===== src/rtl/mux_arb_2.sv =====
// mux_arb_2: two-source round-robin burst arbiter driving a shared 2:1 datapath mux
// onto one valid/ready channel, with a per-grant beat cap.
module mux_arb_2 #(
    parameter int DATA_W    = 8,
    parameter int MAX_BURST = 16
) (
    input  logic              clk,
    input  logic              rst,
    input  logic              req0,
    input  logic              req1,
    input  logic [DATA_W-1:0] din0,
    input  logic [DATA_W-1:0] din1,
    input  logic              last0,
    input  logic              last1,
    output logic              rdy0,
    output logic              rdy1,
    output logic              gnt0,
    output logic              gnt1,
    output logic              sel,
    output logic [DATA_W-1:0] dout,
    output logic              dout_valid,
    output logic              dout_last,
    input  logic              dout_ready
);
    localparam int CW = $clog2(MAX_BURST);
    typedef enum logic [1:0] {IDLE, GRANT0, GRANT1} state_t;
    state_t        state;
    logic          last_gnt;
    logic [CW-1:0] beat_cnt;
    logic          cap, accept, done, pick0, pick1;
    assign gnt0       = state == GRANT0;
    assign gnt1       = state == GRANT1;
    assign sel        = gnt1;
    assign dout       = sel ? din1 : din0;
    assign cap        = beat_cnt == CW'(MAX_BURST - 1);
    assign dout_valid = (gnt0 & req0) | (gnt1 & req1);
    assign dout_last  = dout_valid & ((sel ? last1 : last0) | cap);
    assign rdy0       = gnt0 & dout_ready;
    assign rdy1       = gnt1 & dout_ready;
    assign accept     = dout_valid & dout_ready;
    assign done       = accept & dout_last;
    // From a grant only the other source may follow; from IDLE ties go away from last_gnt.
    always_comb begin
        pick0 = (state == IDLE) ? req0 & (~req1 | last_gnt) : (state == GRANT1) & req0;
        pick1 = (state == IDLE) ? req1 & ~pick0 : (state == GRANT0) & req1;
    end
    always_ff @(posedge clk or posedge rst) begin
        if (rst) begin
            state    <= IDLE;
            last_gnt <= 1'b1;
            beat_cnt <= '0;
        end else if (state == IDLE || done) begin
            beat_cnt <= '0;
            state    <= pick0 ? GRANT0 : pick1 ? GRANT1 : IDLE;
            last_gnt <= pick0 ? 1'b0 : pick1 ? 1'b1 : last_gnt;
        end else if (accept) begin
            beat_cnt <= beat_cnt + CW'(1);
        end
    end
endmodule


===== config.mk =====
export PLATFORM = sky130hd
export DESIGN_NAME = mux_arb_2
export DESIGN_NICKNAME = d
export VERILOG_FILES = /design/src/rtl/mux_arb_2.sv
export SDC_FILE = /design/constraint.sdc
export NUM_CORES = 1
export LEC_CHECK = 0
export ABC_AREA = 1
export CORE_MARGIN = 2
export CORE_UTILIZATION = 37
export DETAILED_ROUTE_END_ITERATION = 6
export PLACE_DENSITY = 0.83
export SYNTH_ARGS = -nofsm -noshare
export SYNTH_HDL_FRONTEND = slang
export SYNTH_SLANG_ARGS = --single-unit

===== constraint.sdc =====
create_clock -name clk -period 2.5 [get_ports clk]
set_clock_uncertainty 0.1 [all_clocks]
set_input_delay 0.75 -clock clk [delete_from_list [all_inputs] [get_ports clk]]
set_output_delay 0.75 -clock clk [all_outputs]
set_load 0.05 [all_outputs]

== Word-level counts from Yosys, hierarchy flattened ==
Index checks and enable logic that the tools add are counted.

* Register bits after elaboration: 7
* Input bits: 23
* Output and inout port bits: 15

* Multiplexer cells: 10
* Bitwise gates (word level): 16
* Reductions and logical operators: 5
* Eq/ne operators: 3
* $add $sub $neg: 1

{| class="wikitable"
|+ Operators with widths
! cell !! number
|-
| bitwise AND 1 bit || 11
|-
| 2-to-1 mux 4 bit || 2
|-
| 2-to-1 mux 8 bit || 1
|-
| 2-to-1 mux 1 bit || 5
|-
| adder 4 x 1 -> 4 bit (second input constant) || 1
|-
| equality test 4 bit (second input constant) || 1
|-
| 2-to-1 mux 2 bit || 2
|-
| nonzero test 2 bit || 2
|-
| bitwise OR 1 bit || 3
|-
| equality test 2 x 1 -> 1 bit (second input constant) || 1
|-
| equality test 2 bit (second input constant) || 1
|-
| zero test 2 bit || 1
|-
| inverter 1 bit || 2
|-
| AND reduction 2 bit || 1
|-
| logical OR 1 bit || 1
|}

== Longest topological paths before layout ==
Gate-level depths: netlist of the first run.

* Word-level depth: 9
* Gate-level depth with buffers: 11
* Gate-level depth less buffers: 9

== Worst setup path before layout of the first run ==
OpenSTA, ideal clock, no wires.

* Kind: input port to output port
* Start point: input port dout_ready
* End point: output port rdy0
* Slack: -0.176 ns
* Stages: 2
* Required time: 1.650 ns
* Buffers on the path: 0
* Arrival: 1.826 ns
* Path through: inv_1 -> nor3_1

* Word-level cells in the longest chain between the ends: 1

{| class="wikitable"
|+ RTL lines
! item !! line !! source
|-
| start: declaration || 23 || <nowiki>input logic dout_ready</nowiki>
|-
| bitwise AND 1 bit || 38 || <nowiki>assign rdy0 = gnt0 & dout_ready;</nowiki>
|-
| end: declaration || 15 || <nowiki>output logic rdy0,</nowiki>
|}

No other way between the ends.

== Worst setup path in the final report of the first run ==
* Start point: input port last0
* End point: output port dout_last

* Word-level cells in the longest chain between the ends: 3

{| class="wikitable"
|+ RTL lines
! item !! line !! source
|-
| start: declaration || 13 || <nowiki>input logic last0,</nowiki>
|-
| 2-to-1 mux 1 bit || 37 || <nowiki>assign dout_last = dout_valid & ((sel ? last1 : last0) | cap);</nowiki>
|-
| bitwise OR 1 bit || 37 ||
|-
| bitwise AND 1 bit || 37 ||
|-
| end: declaration || 22 || <nowiki>output logic dout_last,</nowiki>
|}

No other way between the ends.

==> results of run 1 <==
==> what timing repair did <==
item | in CTS | in global routing
setup endpoints to repair | 4 | 11
setup buffers | 0 | 0
gates resized for setup | 6 | 4
pin swaps | 1 | 1
endpoints found under the hold margin | 0 | 0
cloned | 0 | 0
==> worst paths after layout <==
kind	endpoint	slack, ns	cells after the start
worst max-delay path	dout_last	0.05	6
worst min-delay path	last_gnt	0.44	4
worst max register to register	beat_cnt[3]	0.83	10
worst min register to register	last_gnt	0.44	4
max in group asynchronous	last_gnt	1.41	2
min in group asynchronous	beat_cnt[1]	0.62	2
==> report_power, final <==
group	leakage, nW	switching [mW]	internal, mW
clock network	0.0150	0.0417	0.0609
registers	0.0897	0.0294	0.163
logic	0.489	0.609	0.446
==> cells in the mapped netlist (all sizes together) <==
library cell  count  area [um^2]
buf               4         35.0
dfrtp             6          150
xor2              1         8.76
inv              13         48.8
nand3            12         70.1
o21ai             4         20.0
nand4             1         6.26
nor3              2         10.0
a21oi             1         5.00
nand2            39          154
ha                1         12.5
dfstp             1         26.3
nor2              4         15.0
==> cells in the final DEF, fill, tap and decap left out, types with 2 or more instances in the layout <==
cell type	netlist	routed
nand2_2	3	4
clkbuf_4	0	3
nand3_2	2	2
buf_12	0	14
nor2_1	4	3
dlygate4sd2_1	0	3
inv_1	10	8
nand2_1	36	35
nand3_1	10	10
dfrtp_1	6	6
inv_2	3	4
buf_4	1	7
clkdlybuf4s50_1	0	18
o21ai_1	4	4
==> cell type report <==
class	count	area (um^2)	area share, %
Tap cell	16	20.0	1.75
Inverter	13	51.3	4.49
Sequential cell	7	176	15.4
Timing Repair Buffer	43	552	48.2
Multi-Input combinational cell	65	318	27.8
Clock buffer	4	26.3	2.30
==> routing by layer <==
metal	global-route usage, %	routed length [um]	up-vias
li1	-	-	361
met1	22.5	656	325
met2	38.2	934	35
met3	4.68	148	3
met4	10.9	33	0
met5	0	0	-
==> worst max-delay path, delay by kind of cell <==
kind          cells  cell delay, ns
buf+inv           3            0.65
simple gates      3            0.20
==> registers in the layout, summed over array words and instances, names as in the netlist <==
register / cells
beat_cnt: 4
state: 2
last_gnt: 1
==> cells by family (layout without fill, tap and decap cells) <==
group / count (synthesis) / after routing / synth area share, %
buf+inv: 17 / 60 / 14.9
simple gates: 58 / 58 / 45.4
flops: 7 / 7 / 31.4
compound gates: 5 / 5 / 4.45
fa+ha+maj: 1 / 1 / 2.23
xor+xnor: 1 / 1 / 1.56
==> impl_metrics.ini, run 1 <==
[sta]
period_needed_ns = 2.45
worst_pin_slew_ns = 0.263
holdWs_ns = 0.442
fin_ws_ns = 0.0490
tns_ns = 0
drv_slew = 0
hold_viol = 0
maxClockFrequency_ghz = 0.408
setup_viol = 0
post-route-period-util_pct = 98.0
relSlewSlack_pct = 82.4

[yosys]
ys_seq_area_share_pct = 31.4
ys_types = 18
syn_inst = 89
yosysWarnings = 0
syn-num-nets = 113
ys_ff_latch = 7
syn_area_um2 = 562
avgSynthCellArea_um2 = 6.31

[place]
dp_slack_ns = -0.0428
dp.cells = 144
gp_congestion = 0.784
place_area_mm2 = 0.00110
io_buffers = 37
place_hpwl_um = 1500

[setup_path]
startpoint = last0
required_ns = 1.65
slowest_delay_ns = 0.45
cpMostUsedCell = nand2_1
path_cells = clkdlybuf4s50_1 > nand2_1 > nand3_1 > nand2_1 > inv_2 > buf_12
rr_startpoint = state[1]
crit_path_top_delay_cell = clkdlybuf4s50_1
worstSetupEndpointType = primary output
critPathMaxFanout = 2
arrival_ns = 1.60
critPathLaunchType = input pin
path_class = input pin to primary output

[route]
drt_pass1_iterations = 4
drc = 0
viasPerCell = 4.89
antenna_left = 0
drtIter0Drc = 2
vias = 724
wl_per_cell_um = 12.0
routed_wl_um = 1770

[floorplan]
start_util_pct = 38.2
die_area_mm2 = 0.00185
die_x_um = 43.0
ios = 38
core_area_mm2 = 0.00147
num_rows = 14
die_h_um = 43.0

[global_routing]
grt_pass1_wl_um = 2820
grt_pass1_vias = 662
grt_max_degree = 11
grt_antenna_before_repair = 0
grt-ovfl-total = 0
track_usage_pct = 21.1

[power_and_ir_drop]
peakVddDrop_v = 0.000632
power_density_mw_per_mm2 = 1180
leakage_nw = 0.594
finalPower_mw = 1.35

[clock_tree]
cts_made_buffers = 3
cts_max_level = 1
cts-root-buf = clkbuf_4
clkTransAtPathRegs_ns = 0.05
cts_hold_buf = 0
cts_sinks = 7
insertion_delay_ns = 0.26
cts_tree = built
cts_max_path_buffers = 2

[worst_hold_path]
min_path_type = register to register
hold_start = last_gnt

[status]
status = finished, final reports clean

[layout]
synthToLayoutAreaGrowth_pct = 104
post-route-util_pct = 77.7
final_net_count = 157
nFillCells = 105
drive_above_1_share_pct = 28.8
n_antenna_cell = 0
fin_cells = 148
postLayoutCellArea_mm2 = 0.00114

[flow_run]
cap_violations = 0
Note: power is estimated with default switching activity, not from simulation.
==> run 2: changes to the inputs <==
--- a/config.mk
+++ b/config.mk
@@ -10,6 +10,7 @@
 export CORE_UTILIZATION = 37
 export DETAILED_ROUTE_END_ITERATION = 6
 export PLACE_DENSITY = 0.83
+export RECOVER_POWER = 50
 export SYNTH_ARGS = -nofsm -noshare
 export SYNTH_HDL_FRONTEND = slang
 export SYNTH_SLANG_ARGS = --single-unit
==> impl_metrics.ini, run 2 (same netlist as run 1, synthesis figures left out) <==
[place]
gp_congestion = 0.784
io_buffers = 37
place_hpwl_um = 1500
dp.cells = 144

[layout]
nFillCells = 107
drive_above_1_share_pct = 25.8
reg.largest.list = beat_cnt x4, state x2, last_gnt x1
synthToLayoutAreaGrowth_pct = 101
final_net_count = 157
mostFrequentLayoutCells = nand2_1 (36), clkdlybuf4s50_1 (17), buf_12 (14)
largest_reg_flops = 4
fin_cells = 148
regMostFlops = beat_cnt
final_common_cell = nand2_1
n_antenna_cell = 0

[floorplan]
core_area_mm2 = 0.00147
die_h_um = 43.0
num_rows = 14
die_area_mm2 = 0.00185
ios = 38
start_util_pct = 38.2
die_x_um = 43.0

[global_routing]
grt_pass1_wl_um = 2820
grt_pass1_vias = 662
grt-ovfl-total = 0
track_usage_pct = 21.1
grt_antenna_before_repair = 0
grt_max_degree = 11

[sta]
worst_pin_slew_ns = 0.264
setup_viol = 0
maxClockFrequency_ghz = 0.408
drv_slew = 0
period_needed_ns = 2.45
relSlewSlack_pct = 82.4
hold_viol = 0
post-route-period-util_pct = 98.0
holdWs_ns = 0.440

[setup_path]
arrival_ns = 1.60
rr_startpoint = state[1]
worstSetupEndpointType = primary output
endpoint = dout_last
r2r_cells = 12
critPathMaxFanout = 2
r2r_slack_ns = 0.52
critPathLaunchType = input pin
required_ns = 1.65
startpoint = last0
rr_endpoint = beat_cnt[3]
path_class = input pin to primary output

[worst_hold_path]
min_path_type = register to register

[route]
antenna_left = 0
vias = 722
drtIter0Drc = 8
wl_per_cell_um = 12.0
viasPerCell = 4.88
routed_wl_um = 1770
drt_pass1_iterations = 4
drc = 0

[clock_tree]
cts_made_buffers = 3
cts-root-buf = clkbuf_4
cts_max_path_buffers = 2
cts_sinks = 7
cts_max_level = 1
insertion_delay_ns = 0.26
cts_tree = built
clkTransAtPathRegs_ns = 0.05

[power_and_ir_drop]
leakage_nw = 0.585
peakVddDrop_v = 0.000630
power_density_mw_per_mm2 = 1170
finalPower_mw = 1.32

[flow_run]
cap_violations = 0

[status]
status = finished, final reports clean
-- run 2: worst min path at each step --
stage / depth (start not counted) / slack (ns) / startpoint / endpoint
after CTS: 4 / 0.45 / last_gnt / last_gnt
after floorplan: 2 / 0.40 / beat_cnt[3] / beat_cnt[3]
after global placement: 2 / 0.42 / beat_cnt[3] / beat_cnt[3]
after global routing: 2 / 0.45 / state[0] / state[0]
after detailed placement: 4 / 0.44 / last_gnt / last_gnt
final: 2 / 0.44 / state[0] / state[0]
-- run 2: stage by stage --
step | area, um^2 | setup WS, ns | setup TNS (ns) | utilization [%]
after floorplan | 567 | 0.177 | 0 | -
after global placement | 1100 | -0.0279 | -0.0451 | 75.1
after detailed placement | 1100 | -0.0428 | -0.0831 | 75.1
after CTS | 1130 | -0.00467 | -0.00467 | 76.8
after global routing | 1130 | -0.0193 | -0.0193 | 76.7
final | 1130 | 0.0495 | 0 | 76.7
-- run 2: cell type report --
| type | count | area [um^2] | share of cell area [%] |
|---|---|---|---|
| Clock buffer | 4 | 26.3 | 2.33 |
| Inverter | 13 | 51.3 | 4.55 |
| Multi-Input combinational cell | 65 | 310 | 27.5 |
| Sequential cell | 7 | 176 | 15.6 |
| Tap cell | 16 | 20.0 | 1.77 |
| Timing Repair Buffer | 43 | 544 | 48.2 |
-- run 2: worst max-delay path, cell delays in order --
cell and delay, ns:
clkdlybuf4s50_1 0.45, nand2_1 0.07, nand3_1 0.07, nand2_1 0.06, inv_2 0.07, buf_12 0.13
-- run 2: routing by layer --
| layer | up-vias | global-route usage [%] | wire length (um) |
|---|---|---|---|
| met5 | - | 0 | 0 |
| met4 | 0 | 10.9 | 33 |
| li1 | 361 | - | - |
| met1 | 323 | 22.5 | 660 |
| met3 | 3 | 4.68 | 148 |
| met2 | 35 | 38.2 | 929 |
-- run 2: what timing repair did --
action	in CTS	in global routing
hold buffers	0	0
pin swaps	1	1
gates resized for setup	6	4
buffers inserted	0	0
setup endpoints to repair	4	11
-- run 2: power by group --
group          leakage [nW]  total [mW]  internal, mW  switching [mW]
combinational         0.480        1.03         0.426           0.601
sequential           0.0897       0.192         0.163          0.0289
clock                0.0150       0.103        0.0609          0.0417
==> run 3: changes to the inputs <==
--- a/config.mk
+++ b/config.mk
@@ -6,7 +6,7 @@
 export NUM_CORES = 1
 export LEC_CHECK = 0
 export ABC_AREA = 1
-export CORE_MARGIN = 2
+export CORE_MARGIN = 5
 export CORE_UTILIZATION = 37
 export DETAILED_ROUTE_END_ITERATION = 6
 export PLACE_DENSITY = 0.83
==> impl_metrics.ini, run 3 (same netlist as run 1, synthesis figures left out) <==
[worst_hold_path]
hold_end = state[0]
whs_path_depth = 2
min_path_type = register to register
hold_start = state[0]

[flow_run]
cap_violations = 0

[layout]
seqCellArea_um2 = 176
synthToLayoutAreaGrowth_pct = 102
mostFrequentLayoutCells = nand2_1 (35), clkdlybuf4s50_1 (16), buf_12 (14)
n_antenna_cell = 0
multi_input_area_um2 = 323
nFillCells = 102
reg.largest.list = beat_cnt x4, state x2, last_gnt x1
largest_reg_flops = 4
regMostFlops = beat_cnt
final_net_count = 155
drive_above_1_share_pct = 27.7
postLayoutCellArea_mm2 = 0.00114
final_common_cell = nand2_1

[route]
routed_wl_um = 1850
drtIter0Drc = 15
drc = 0
wl_per_cell_um = 12.7
drt_pass1_iterations = 4
viasPerCell = 4.89
antenna_left = 0
vias = 714

[clock_tree]
insertion_delay_ns = 0.25
cts_tree = built
cts_hold_buf = 0
cts_sinks = 7
cts-root-buf = clkbuf_4
cts_made_buffers = 3
cts_max_level = 1
clkTransAtPathRegs_ns = 0.05
cts_max_path_buffers = 2

[setup_path]
cp.buffers_inverters = 2
rr_endpoint = beat_cnt[2]
cp_top_family = buffers and inverters
required_ns = 1.65
r2r_cells = 10
path_cells = clkdlybuf4s50_1 > nand2_1 > nand2_1 > buf_12
critPathMaxFanout = 1
rr_startpoint = state[1]
slowest_delay_ns = 0.47
arrival_ns = 1.55
critPathLaunchType = input pin
cpMostUsedCell = nand2_1
path_class = input pin to primary output
r2r_slack_ns = 0.57
crit_path_top_delay_cell = clkdlybuf4s50_1
worstSetupEndpointType = primary output

[floorplan]
ios = 38
start_util_pct = 38.2
die_x_um = 49.0
die_area_mm2 = 0.00240
core_area_mm2 = 0.00147
die_h_um = 49.0
num_rows = 14

[status]
status = finished, final reports clean

[global_routing]
grt_pass1_wl_um = 3110
grt_pass1_vias = 697
grt_max_degree = 12
grt-ovfl-total = 0
grt_antenna_before_repair = 0
track_usage_pct = 16.2

[place]
gp_congestion = 0.746
place_area_mm2 = 0.00109
place_hpwl_um = 1590
io_buffers = 37
dp_slack_ns = -0.0617

[sta]
period_needed_ns = 2.40
setup_viol = 0
post-route-period-util_pct = 96.2
fin_ws_ns = 0.0962
rsz0062_at_grt = false
relSlewSlack_pct = 79.2
hold_viol = 0
worst_pin_slew_ns = 0.311
tns_ns = 0
maxClockFrequency_ghz = 0.416
drv_slew = 0

[power_and_ir_drop]
power_density_mw_per_mm2 = 1150
peakVddDrop_v = 0.000681
leakage_nw = 0.602
run 3: changes by cell type in the layout (fill, tap and decap cells not counted):
| cell | previous run | this run |
|---|---|---|
| nand3_1 | 11 | 9 |
| clkbuf_1 | 3 | 2 |
| dlygate4sd2_1 | 3 | 2 |
| nand3_2 | 1 | 3 |
| clkdlybuf4s50_1 | 17 | 16 |
| dlymetal6s2s_1 | 1 | 3 |
| nand2_2 | 3 | 4 |
| o21ai_1 | 2 | 0 |
| clkbuf_4 | 4 | 3 |
| nand2_1 | 36 | 35 |
| o21ai_0 | 2 | 4 |
run 3: worst max path at each step:
stage | start | end | slack (ns) | cells after the start
3_5_place_dp | req1 | dout_last | -0.06 | 6
4_1_cts | dout_ready | rdy0 | -0.01 | 4
5_1_grt | req0 | dout_valid | 0.06 | 5
6_report | din0[5] | dout[5] | 0.1 | 4
2_1_floorplan | req1 | dout_last | 0.18 | 4
3_3_place_gp | req0 | dout_last | -0.03 | 6
run 3: layer usage:
| layer | up-vias | GRT usage [%] | wire length (um) |
|---|---|---|---|
| li1 | 357 | - | - |
| met1 | 311 | 18.7 | 778 |
| met2 | 43 | 27.8 | 868 |
| met3 | 3 | 4.59 | 172 |
| met4 | 0 | 6.73 | 29 |
| met5 | - | 0 | 0 |
run 3: cell type report:
type	count	area share, %
flip-flops and latches	7	15.5
well taps	16	1.76
repair buffers	41	47.5
clock buffers	4	2.31
multi-input cells	65	28.4
inverters	13	4.52
run 3: repair_timing:
| item | in CTS | in global routing |
|---|---|---|
| pin swaps | 1 | 2 |
| resized for setup | 5 | 9 |
| endpoints found under the setup margin | 4 | 11 |
| setup buffers | 0 | 0 |
run 3: stage by stage:
stage                     hold slack, ns  cells  utilization, %  power [mW]
after CTS                          0.442    146            76.3        1.32
final                              0.424    146            77.2        1.30
after detailed placement           0.432    142            74.1        1.21
after floorplan                    0.399     89               -       0.795
after global placement             0.424    142            74.1        1.19
after global routing               0.452    146            77.2        1.39
run 3: where the power goes:
part / total [mW] / switching, mW / internal, mW
Clock: 0.0986 / 0.0379 / 0.0607
Combinational: 1.01 / 0.598 / 0.417
Sequential: 0.190 / 0.0268 / 0.163
run 3: worst reg2reg max path: cells and delay by family, from the launching register on:
kind | cells | cell delay, ns
buf+inv | 3 | 0.44
flops | 1 | 0.39
compound gates | 1 | 0.09
simple gates | 6 | 0.81
